[src/rtl/ifetch_pkg.sv]
// Shared types and sizes for the instruction fetch unit.
package ifetch_pkg;

  localparam int unsigned XLEN        = 32;
  localparam int unsigned INSTR_BYTES = 4;
  localparam int unsigned FIFO_DEPTH  = 2;
  localparam int unsigned CNT_W       = $clog2(FIFO_DEPTH + 1);

  typedef struct packed {
    logic [XLEN-1:0] pc;
    logic [XLEN-1:0] instr;
  } fetch_entry_t;

endpackage

[src/rtl/ifetch_fifo.sv]
// Two-entry fetch buffer holding {pc, instr}; flush wins over push/pop.
module ifetch_fifo
  import ifetch_pkg::*;
(
  input  logic             clk,
  input  logic             rst,
  input  logic             push_i,
  input  logic             pop_i,
  input  logic             flush_i,
  input  fetch_entry_t     data_i,
  output logic [CNT_W-1:0] count_o,
  output fetch_entry_t     head_o
);

  fetch_entry_t     mem_q [FIFO_DEPTH];
  logic             rd_ptr_q, rd_ptr_d;
  logic             wr_ptr_q, wr_ptr_d;
  logic [CNT_W-1:0] count_q, count_d;
  logic             do_push, do_pop;

  // A push into a full buffer is accepted only when the head leaves the same cycle.
  always_comb begin
    do_pop   = pop_i && (count_q != '0);
    do_push  = push_i && ((count_q != CNT_W'(FIFO_DEPTH)) || do_pop);
    rd_ptr_d = rd_ptr_q ^ do_pop;
    wr_ptr_d = wr_ptr_q ^ do_push;
    count_d  = count_q + CNT_W'(do_push) - CNT_W'(do_pop);
    if (flush_i) begin
      rd_ptr_d = 1'b0;
      wr_ptr_d = 1'b0;
      count_d  = '0;
    end
  end

  always_ff @(posedge clk) begin
    if (rst) begin
      rd_ptr_q <= 1'b0;
      wr_ptr_q <= 1'b0;
      count_q  <= '0;
    end else begin
      rd_ptr_q <= rd_ptr_d;
      wr_ptr_q <= wr_ptr_d;
      count_q  <= count_d;
    end
  end

  always_ff @(posedge clk) begin
    if (do_push && !flush_i) begin
      mem_q[wr_ptr_q] <= data_i;
    end
  end

  assign count_o = count_q;
  assign head_o  = mem_q[rd_ptr_q];

endmodule

[src/rtl/ifetch.sv]
// Sequential instruction fetch with one in-flight read and a 2-entry output buffer.
// Optional misaligned-redirect trap enabled by defining IFETCH_MISALIGN_CHK_EN.
module ifetch
  import ifetch_pkg::*;
#(
  parameter logic [XLEN-1:0] RESET_PC = 32'h0000_0000
) (
  input  logic            clk,
  input  logic            rst,
  output logic [XLEN-1:0] addrB_o,
  input  logic [XLEN-1:0] dataB_i,
  input  logic            ready_i,
  output logic            valid_o,
  output logic [XLEN-1:0] instr_o,
  output logic [XLEN-1:0] pc_o,
  input  logic            redirect_i,
  input  logic [XLEN-1:0] redirect_pc_i,
  output logic            misalign_o
);

  logic [XLEN-1:0]  pc_q, pc_d;
  logic [XLEN-1:0]  inflight_pc_q, inflight_pc_d;
  logic             inflight_v_q, inflight_v_d;
  logic             misalign_q, misalign_d;
  logic [CNT_W-1:0] fifo_count;
  fetch_entry_t     fifo_head;
  fetch_entry_t     fifo_wdata;
  logic [CNT_W:0]   occupancy;
  logic             pop, push, issue;
  logic [XLEN-1:0]  target;
  logic             target_bad;

`ifdef IFETCH_MISALIGN_CHK_EN
  assign target     = redirect_pc_i;
  assign target_bad = |redirect_pc_i[1:0];
  assign misalign_o = misalign_q;
`else
  logic unused_pc_lsbs;
  assign unused_pc_lsbs = ^redirect_pc_i[1:0];
  assign target         = {redirect_pc_i[XLEN-1:2], 2'b00};
  assign target_bad     = 1'b0;
  assign misalign_o     = 1'b0;
`endif

  assign valid_o   = !rst && (fifo_count != '0);
  assign pop       = valid_o && ready_i;
  assign occupancy = (CNT_W+1)'(fifo_count) + (CNT_W+1)'(inflight_v_q);
  assign push      = inflight_v_q && !redirect_i;
  assign addrB_o   = pc_q;

  // Buffer slots are reserved at issue time so the returning word always has room.
  always_comb begin
    issue = 1'b0;
    if ((occupancy < (CNT_W+1)'(FIFO_DEPTH)) ||
        ((occupancy == (CNT_W+1)'(FIFO_DEPTH)) && pop)) begin
      issue = !redirect_i && !misalign_q && !rst;
    end
  end

  always_comb begin
    pc_d          = pc_q;
    inflight_v_d  = issue;
    inflight_pc_d = pc_q;
    misalign_d    = misalign_q;
    if (issue) begin
      pc_d = pc_q + XLEN'(INSTR_BYTES);
    end
    if (redirect_i) begin
      pc_d         = target;
      inflight_v_d = 1'b0;
      misalign_d   = target_bad;
    end
  end

  always_ff @(posedge clk) begin
    if (rst) begin
      pc_q          <= RESET_PC;
      inflight_pc_q <= '0;
      inflight_v_q  <= 1'b0;
      misalign_q    <= 1'b0;
    end else begin
      pc_q          <= pc_d;
      inflight_pc_q <= inflight_pc_d;
      inflight_v_q  <= inflight_v_d;
      misalign_q    <= misalign_d;
    end
  end

  assign fifo_wdata = '{pc: inflight_pc_q, instr: dataB_i};

  ifetch_fifo u_fifo (
    .clk     (clk),
    .rst     (rst),
    .push_i  (push),
    .pop_i   (pop),
    .flush_i (redirect_i),
    .data_i  (fifo_wdata),
    .count_o (fifo_count),
    .head_o  (fifo_head)
  );

  assign pc_o    = fifo_head.pc;
  assign instr_o = fifo_head.instr;

endmodule

[config.mk]
export PLATFORM = sky130hd
export DESIGN_NAME = ifetch
export DESIGN_NICKNAME = d
export VERILOG_FILES = /design/src/rtl/ifetch_pkg.sv /design/src/rtl/ifetch_fifo.sv /design/src/rtl/ifetch.sv
export SDC_FILE = /design/constraint.sdc
export NUM_CORES = 1
export LEC_CHECK = 0
export ABC_AREA = 1
export CAP_MARGIN = 15
export CORE_ASPECT_RATIO = 0.75
export CORE_MARGIN = 5
export CORE_UTILIZATION = 53
export CTS_BUF_LIST = sky130_fd_sc_hd__clkbuf_8
export DETAILED_ROUTE_END_ITERATION = 7
export GPL_TIMING_DRIVEN = 0
export PLACE_DENSITY = 0.79
export SYNTH_ARGS = -nofsm -noshare
export SYNTH_HDL_FRONTEND = slang
export SYNTH_SLANG_ARGS = --single-unit
export TNS_END_PERCENT = 20
[constraint.sdc]
create_clock -name clk -period 5.1 [get_ports clk]
set_input_delay 1.02 -clock clk [delete_from_list [all_inputs] [get_ports clk]]
set_output_delay 1.02 -clock clk [all_outputs]
set_load 0.01 [all_outputs]
==> results of run 1 <==
-- flip-flops by register name (all words and copies together) (netlist names) --
register         flops
u_fifo.wr_ptr_q      1
inflight_v_q         1
u_fifo.count_o       2
inflight_pc_q       30
u_fifo.mem_q       124
u_fifo.rd_ptr_q      1
addrB_o             30
-- logic make-up (layout without fill, tap and decap cells) --
family / count (synthesis) / after routing / synth area share [%]
flip-flops: 189 / 189 / 63.2
other: 1 / 5 / 0.0472
AND/OR/NAND/NOR: 475 / 475 / 24.4
adder cells (fa/ha/maj): 5 / 5 / 0.787
XOR/XNOR: 3 / 3 / 0.330
AO/OA/AOI/OAI: 71 / 71 / 5.59
buffers and inverters: 106 / 299 / 5.63
-- layout make-up --
class	instances	area (sq um)	area share, %
inverter	68	255	2.47
clock inverter	14	163	1.58
tap	200	250	2.43
multi-input combinational	559	2510	24.3
sequential	189	5020	48.7
buffer	38	193	1.87
clock buffer	18	248	2.40
timing repair buffer	161	1670	16.2
-- critical path, stage by stage, from the launching register on --
cell and delay, ns:
dfxtp_1 0.31, clkbuf_1 0.21, inv_2 0.25, clkbuf_1 0.44
nand2_1 0.11, nand2_1 0.08, clkdlybuf4s50_1 0.60
-- metrics by stage --
| stage | TNS [ns] | worst slack, ns | power, W | instances |
|---|---|---|---|---|
| after floorplan | 0 | 0.474 | 0.00190 | 854 |
| after global placement | -190.53 | -1.55 | 0.00207 | 1211 |
| after detailed placement | 0 | 1.52 | 0.00208 | 1215 |
| after CTS | 0 | 1.59 | 0.00304 | 1247 |
| after global routing | 0 | 1.40 | 0.00316 | 1247 |
| final | 0 | 1.65 | 0.00302 | 1247 |
-- synthesized netlist by cell type (4+ instances only) --
library cell  count
a41oi_1          12
o21ai_0          38
nand2_2           4
clkbuf_1         21
ha_1              5
nor2_1           93
buf_4             6
nor2_2            6
nand3_2           6
a21oi_1           7
nor3_1            4
nand3_1          40
a21oi_2           6
edfxtp_1        124
buf_1             4
dfxtp_1          65
o21ai_2           5
inv_1            66
nand2_1         314
-- worst min path at each step --
stage | startpoint | end | slack [ns]
finish | inflight_pc_q[10]$_SDFF_PP0_ | u_fifo.mem_q[0][42]$_DFFE_PP_ | 0.43
global route | inflight_pc_q[29]$_SDFF_PP0_ | u_fifo.mem_q[0][61]$_DFFE_PP_ | 0.43
CTS | inflight_pc_q[29]$_SDFF_PP0_ | u_fifo.mem_q[1][61]$_DFFE_PP_ | 0.43
detailed placement | inflight_pc_q[3]$_SDFF_PP0_ | u_fifo.mem_q[1][35]$_DFFE_PP_ | 0.41
global placement | inflight_pc_q[24]$_SDFF_PP0_ | u_fifo.mem_q[1][56]$_DFFE_PP_ | 0.41
floorplan | inflight_pc_q[2]$_SDFF_PP0_ | u_fifo.mem_q[0][34]$_DFFE_PP_ | 0.40
-- metal layers --
metal / track usage (%) / share of wire, % / wire length (um)
met4: 5.50 / 1.5 / 282
met1: 31.7 / 44 / 8400
met3: 6.25 / 10 / 1960
met2: 35.2 / 45 / 8550
met5: 0 / 0 / 0
-- power groups by stage --
stage / logic (W) / clock network (W) / registers [W]
2_1_floorplan: 0.000140 / 0 / 0.00176
3_3_place_gp: 0.000311 / 0 / 0.00176
3_5_place_dp: 0.000322 / 0 / 0.00176
4_1_cts: 0.000324 / 0.000994 / 0.00172
5_1_grt: 0.000354 / 0.00107 / 0.00173
6_report: 0.000324 / 0.000971 / 0.00172
==> run metrics, run 1 <==
final design instance area without fill=0.0103 sq mm; FF+latch count, synth=189; Fin. Hold Viols=0; Slew Limit Headroom=51.9%; worst reg-to-reg setup slack=2.59 ns; routed wire length=19,200 um; CTS buffer count=17; Die Wd=151 um; sum of net half-perimeters after detailed placement=14,400 um; number of library cell types mapped by synthesis=33; worst reg2reg path endpoint=u_fifo.mem_q[1][29]$_DFFE_PP_; number of cells on the worst reg-to-reg path=8; number of antenna violations at the first check in global routing=0; critical path fanouts, max=10; average cell area after synthesis=9.36 sq um; leakage power of the design=4.09 nW; signed area change from the synthesized netlist to the final layout=29.7%; Setup crit end=pc_o[14]; Final Max Slew Viols=0; sequential fraction of the synthesis area=63.2%; launching instance or port of the critical path=u_fifo.rd_ptr_q$_SDFF_PP0_; RD Place Congestion=0.956; combinational share of power=10.7%; sw frac=26.1%; Worst Path Required=4.08 ns; number of cells upsized or downsized after cts=0; buffer type at the clock tree root=clkbuf_8; number of I/O pins=166; Synth Flop Type=edfxtp_1; final hold slack=0.432 ns; time the final worst path needs with I/O delays and setup=3.45 ns; CTS tree=yes; fmax=289 MHz; count of antenna-violating nets left after detailed routing=0; Mapped Area=0.00795 sq mm; proportion of layout cells with a drive suffix above 1=7.93%; total core area=0.0146 sq mm; number of sinks driven by the clock tree=189; critical path startpoint category=register; grt ovf=0; Worst Clk Skew=0.0143 ns; kind of end point of the critical path=output port; DP Area=0.00991 sq mm; outcome=completed; fill cell count=1,117; clock edge transition at the registers on the reported setup and hold paths=0.10 ns; transition time at the pin with the least slew margin=0.721 ns; detail-routed net length per standard cell=15.4 um; number of flops mapped to enable cells by yosys=124; worst-case vdd ir drop=0.185 mV; total setup violations reported at the end of the flow=0; reg-to-reg startpoint=u_fifo.count_o[1]$_SDFF_PP0_; gr usage total=22.6%; Iter 0 DRT Violations=487; area enclosed by the die boundary=0.0176 sq mm; maximum clock insertion buffer count=2; vertical die dimension=116 um; wire length of the first global-routing pass=30,400 um; switching power of the nets=0.000788 W; via/cell ratio=4.99; count of inserted antenna diode cells=0; sequential fraction of design power=57.1%; starting density of the core=54.5%; standard-cell rows=38; count of input and output buffers=157; final-stage net count=1,107; cell type with the largest total area after synthesis=edfxtp_1; Power Dens Cells=293 mW/mm^2; Post-CTS Hold Fix Bufs=0; worst hold path stage count=0; final cell utilization of the core=70.7%; fraction of post-synthesis cell area in the top cell type by area=46.8%; Period Utilization, post-route=67.7%; detailed-route via count=6,222; number of optimization iterations in the first detailed-route pass=6; data arrival time at the worst-slack endpoint=2.43 ns; count of warnings emitted by yosys=0; cell-internal power=0.00223 W; most frequent cells in the layout=nand2_1 (314), clkdlybuf4s50_1 (157), edfxtp_1 (124), nor2_1 (91), inv_1 (66); maximum level of the CTS H-tree=4; Crit Path Category=register to output port; most frequent standard cell in the layout excluding fill and tap cells=nand2_1; Max Cap Viol=0; pin count of the biggest net entering global routing=30; RSZ-0062 raised after global routing=no; gate count of the mapped netlist=850; path category of the worst min-delay check=register to register; number of global-route vias before repair=5,878; portion of total power attributed to the clock network=32.2%; Post-CTS Setup Repair Bufs=0; synth top area cells=edfxtp_1 (47%), dfxtp_1 (16%), nand2_1 (15%); DRC Markers=0; clock insertion delay at the later pin of the skew report=0.45 ns; share of flip-flops with an asynchronous set or reset=0%
Power figures use the tool's default switching activity.
==> inputs of run 2 (changes only) <==
- clock period: 5.1 -> 3.52 ns (I/O delays scaled with it)
==> run metrics, run 2 (synthesis results as in run 1) <==
number of I/O pins=166; transition time at the pin with the least slew margin=0.703 ns; worst hold path stage count=0; sum of negative setup slack=0 ns; total core area=0.0146 sq mm; gr usage total=22.9%; Fin. Hold Viols=0; critical path fanouts, max=10; combinational share of power=10.9%; fmax=320 MHz; count of placed standard cells in the final layout, fillers left out=1,247; sum of net half-perimeters after detailed placement=14,700 um; most frequent standard cell in the layout excluding fill and tap cells=nand2_1; count of antenna-violating nets left after detailed routing=0; Largest Register=u_fifo.mem_q; maximum clock insertion buffer count=2; Power Dens Cells=420 mW/mm^2; buffer type at the clock tree root=clkbuf_8; Max Cap Viol=0; CTS tree=yes; number of cells upsized or downsized after cts=0; Post-CTS Setup Repair Bufs=0; max FFs per register=124; starting density of the core=54.5%; count of inserted antenna diode cells=0; kind of end point of the critical path=output port; number of cells on the worst reg-to-reg path=8; portion of total power attributed to the clock network=31.4%; routed wire length=19,700 um; most frequent cells in the layout=nand2_1 (314), clkdlybuf4s50_1 (157), edfxtp_1 (124), nor2_1 (91), inv_1 (67); final-stage net count=1,107; Post-CTS Hold Fix Bufs=0; number of optimization iterations in the first detailed-route pass=5; data arrival time at the worst-slack endpoint=2.42 ns; clock edge transition at the registers on the reported setup and hold paths=0.10 ns; leakage power of the design=4.08 nW; clock insertion delay at the later pin of the skew report=0.46 ns; wire length of the first global-routing pass=31,000 um; CTS buffer count=17; path category of the worst min-delay check=register to register; worst-case vdd ir drop=0.259 mV; pin count of the biggest net entering global routing=24; Period Utilization, post-route=88.8%; DP Area=0.00991 sq mm; outcome=completed; Iter 0 DRT Violations=399; area enclosed by the die boundary=0.0176 sq mm; Die Wd=151 um; RD Place Congestion=0.962; Worst Path Required=2.82 ns; Slew Limit Headroom=53.0%; via/cell ratio=5.09; number of sinks driven by the clock tree=189; Crit Path Category=register to output port; critical path startpoint category=register; detail-routed net length per standard cell=15.8 um; proportion of layout cells with a drive suffix above 1=7.83%; total setup violations reported at the end of the flow=0; sw frac=26.2%; grt ovf=0; standard-cell rows=38; signed area change from the synthesized netlist to the final layout=29.6%; Final Max Slew Viols=0; time the final worst path needs with I/O delays and setup=3.13 ns; post-layout worst setup margin=0.393 ns; Worst Clk Skew=0.0142 ns; DRC Markers=0; number of antenna violations at the first check in global routing=0; # placed instances=1,215; switching power of the nets=0.00113 W; worst slack at placement=0.334 ns; detailed-route via count=6,346; RSZ-0062 raised after global routing=no; cell-internal power=0.00320 W; count of input and output buffers=157; maximum level of the CTS H-tree=4; sequential fraction of design power=57.7%; vertical die dimension=116 um; number of global-route vias before repair=6,032; final design instance area without fill=0.0103 sq mm
[run 2: worst paths after layout]
path	slack (ns)	startpoint	endpoint
setup / recovery	0.39	u_fifo.rd_ptr_q$_SDFF_PP0_	instr_o[23]
hold reg to reg	0.42	inflight_pc_q[15]$_SDFF_PP0_	u_fifo.mem_q[0][47]$_DFFE_PP_
setup reg to reg	1.07	u_fifo.count_o[1]$_SDFF_PP0_	u_fifo.mem_q[0][25]$_DFFE_PP_
hold / removal	0.42	inflight_pc_q[15]$_SDFF_PP0_	u_fifo.mem_q[0][47]$_DFFE_PP_
[run 2: routing by layer]
| metal | wire, um | vias up | GRT usage (%) |
|---|---|---|---|
| met2 | 8660 | 309 | 35.2 |
| li1 | - | 3123 | - |
| met5 | 0 | - | 0 |
| met4 | 340 | 0 | 6.16 |
| met3 | 1950 | 33 | 6.80 |
| met1 | 8770 | 2881 | 32.2 |
[run 2: power groups by stage]
| stage | Combinational [W] | Sequential [W] | Clock (W) |
|---|---|---|---|
| final | 0.000473 | 0.00250 | 0.00136 |
| after CTS | 0.000471 | 0.00250 | 0.00138 |
| after global routing | 0.000519 | 0.00251 | 0.00148 |
| after floorplan | 0.000203 | 0.00255 | 0 |
| after detailed placement | 0.000469 | 0.00255 | 0 |
| after global placement | 0.000453 | 0.00255 | 0 |
[run 2: cell type report]
class	instances	area [sq um]
tap	200	250
multi-input combinational	559	2510
clock buffer	17	234
timing repair buffer	161	1680
clock inverter	15	155
fill	1129	4290
sequential	189	5020
buffer	38	193
inverter	68	255
[run 2: critical path: stages, from the launching register on]
cell             delay, ns
dfxtp_1               0.31
clkbuf_1              0.22
inv_2                 0.24
clkbuf_1              0.40
nand2_1               0.12
nand2_1               0.09
clkdlybuf4s50_1       0.58
[run 2: stage by stage]
stage / power [W] / util, % / hold slack, ns
global placement: 0.00300 / 67.1 / 0.405
CTS: 0.00435 / 70.6 / 0.424
finish: 0.00433 / 70.6 / 0.420
global route: 0.00451 / 70.6 / 0.433
floorplan: 0.00275 / - / 0.404
detailed placement: 0.00302 / 67.9 / 0.412
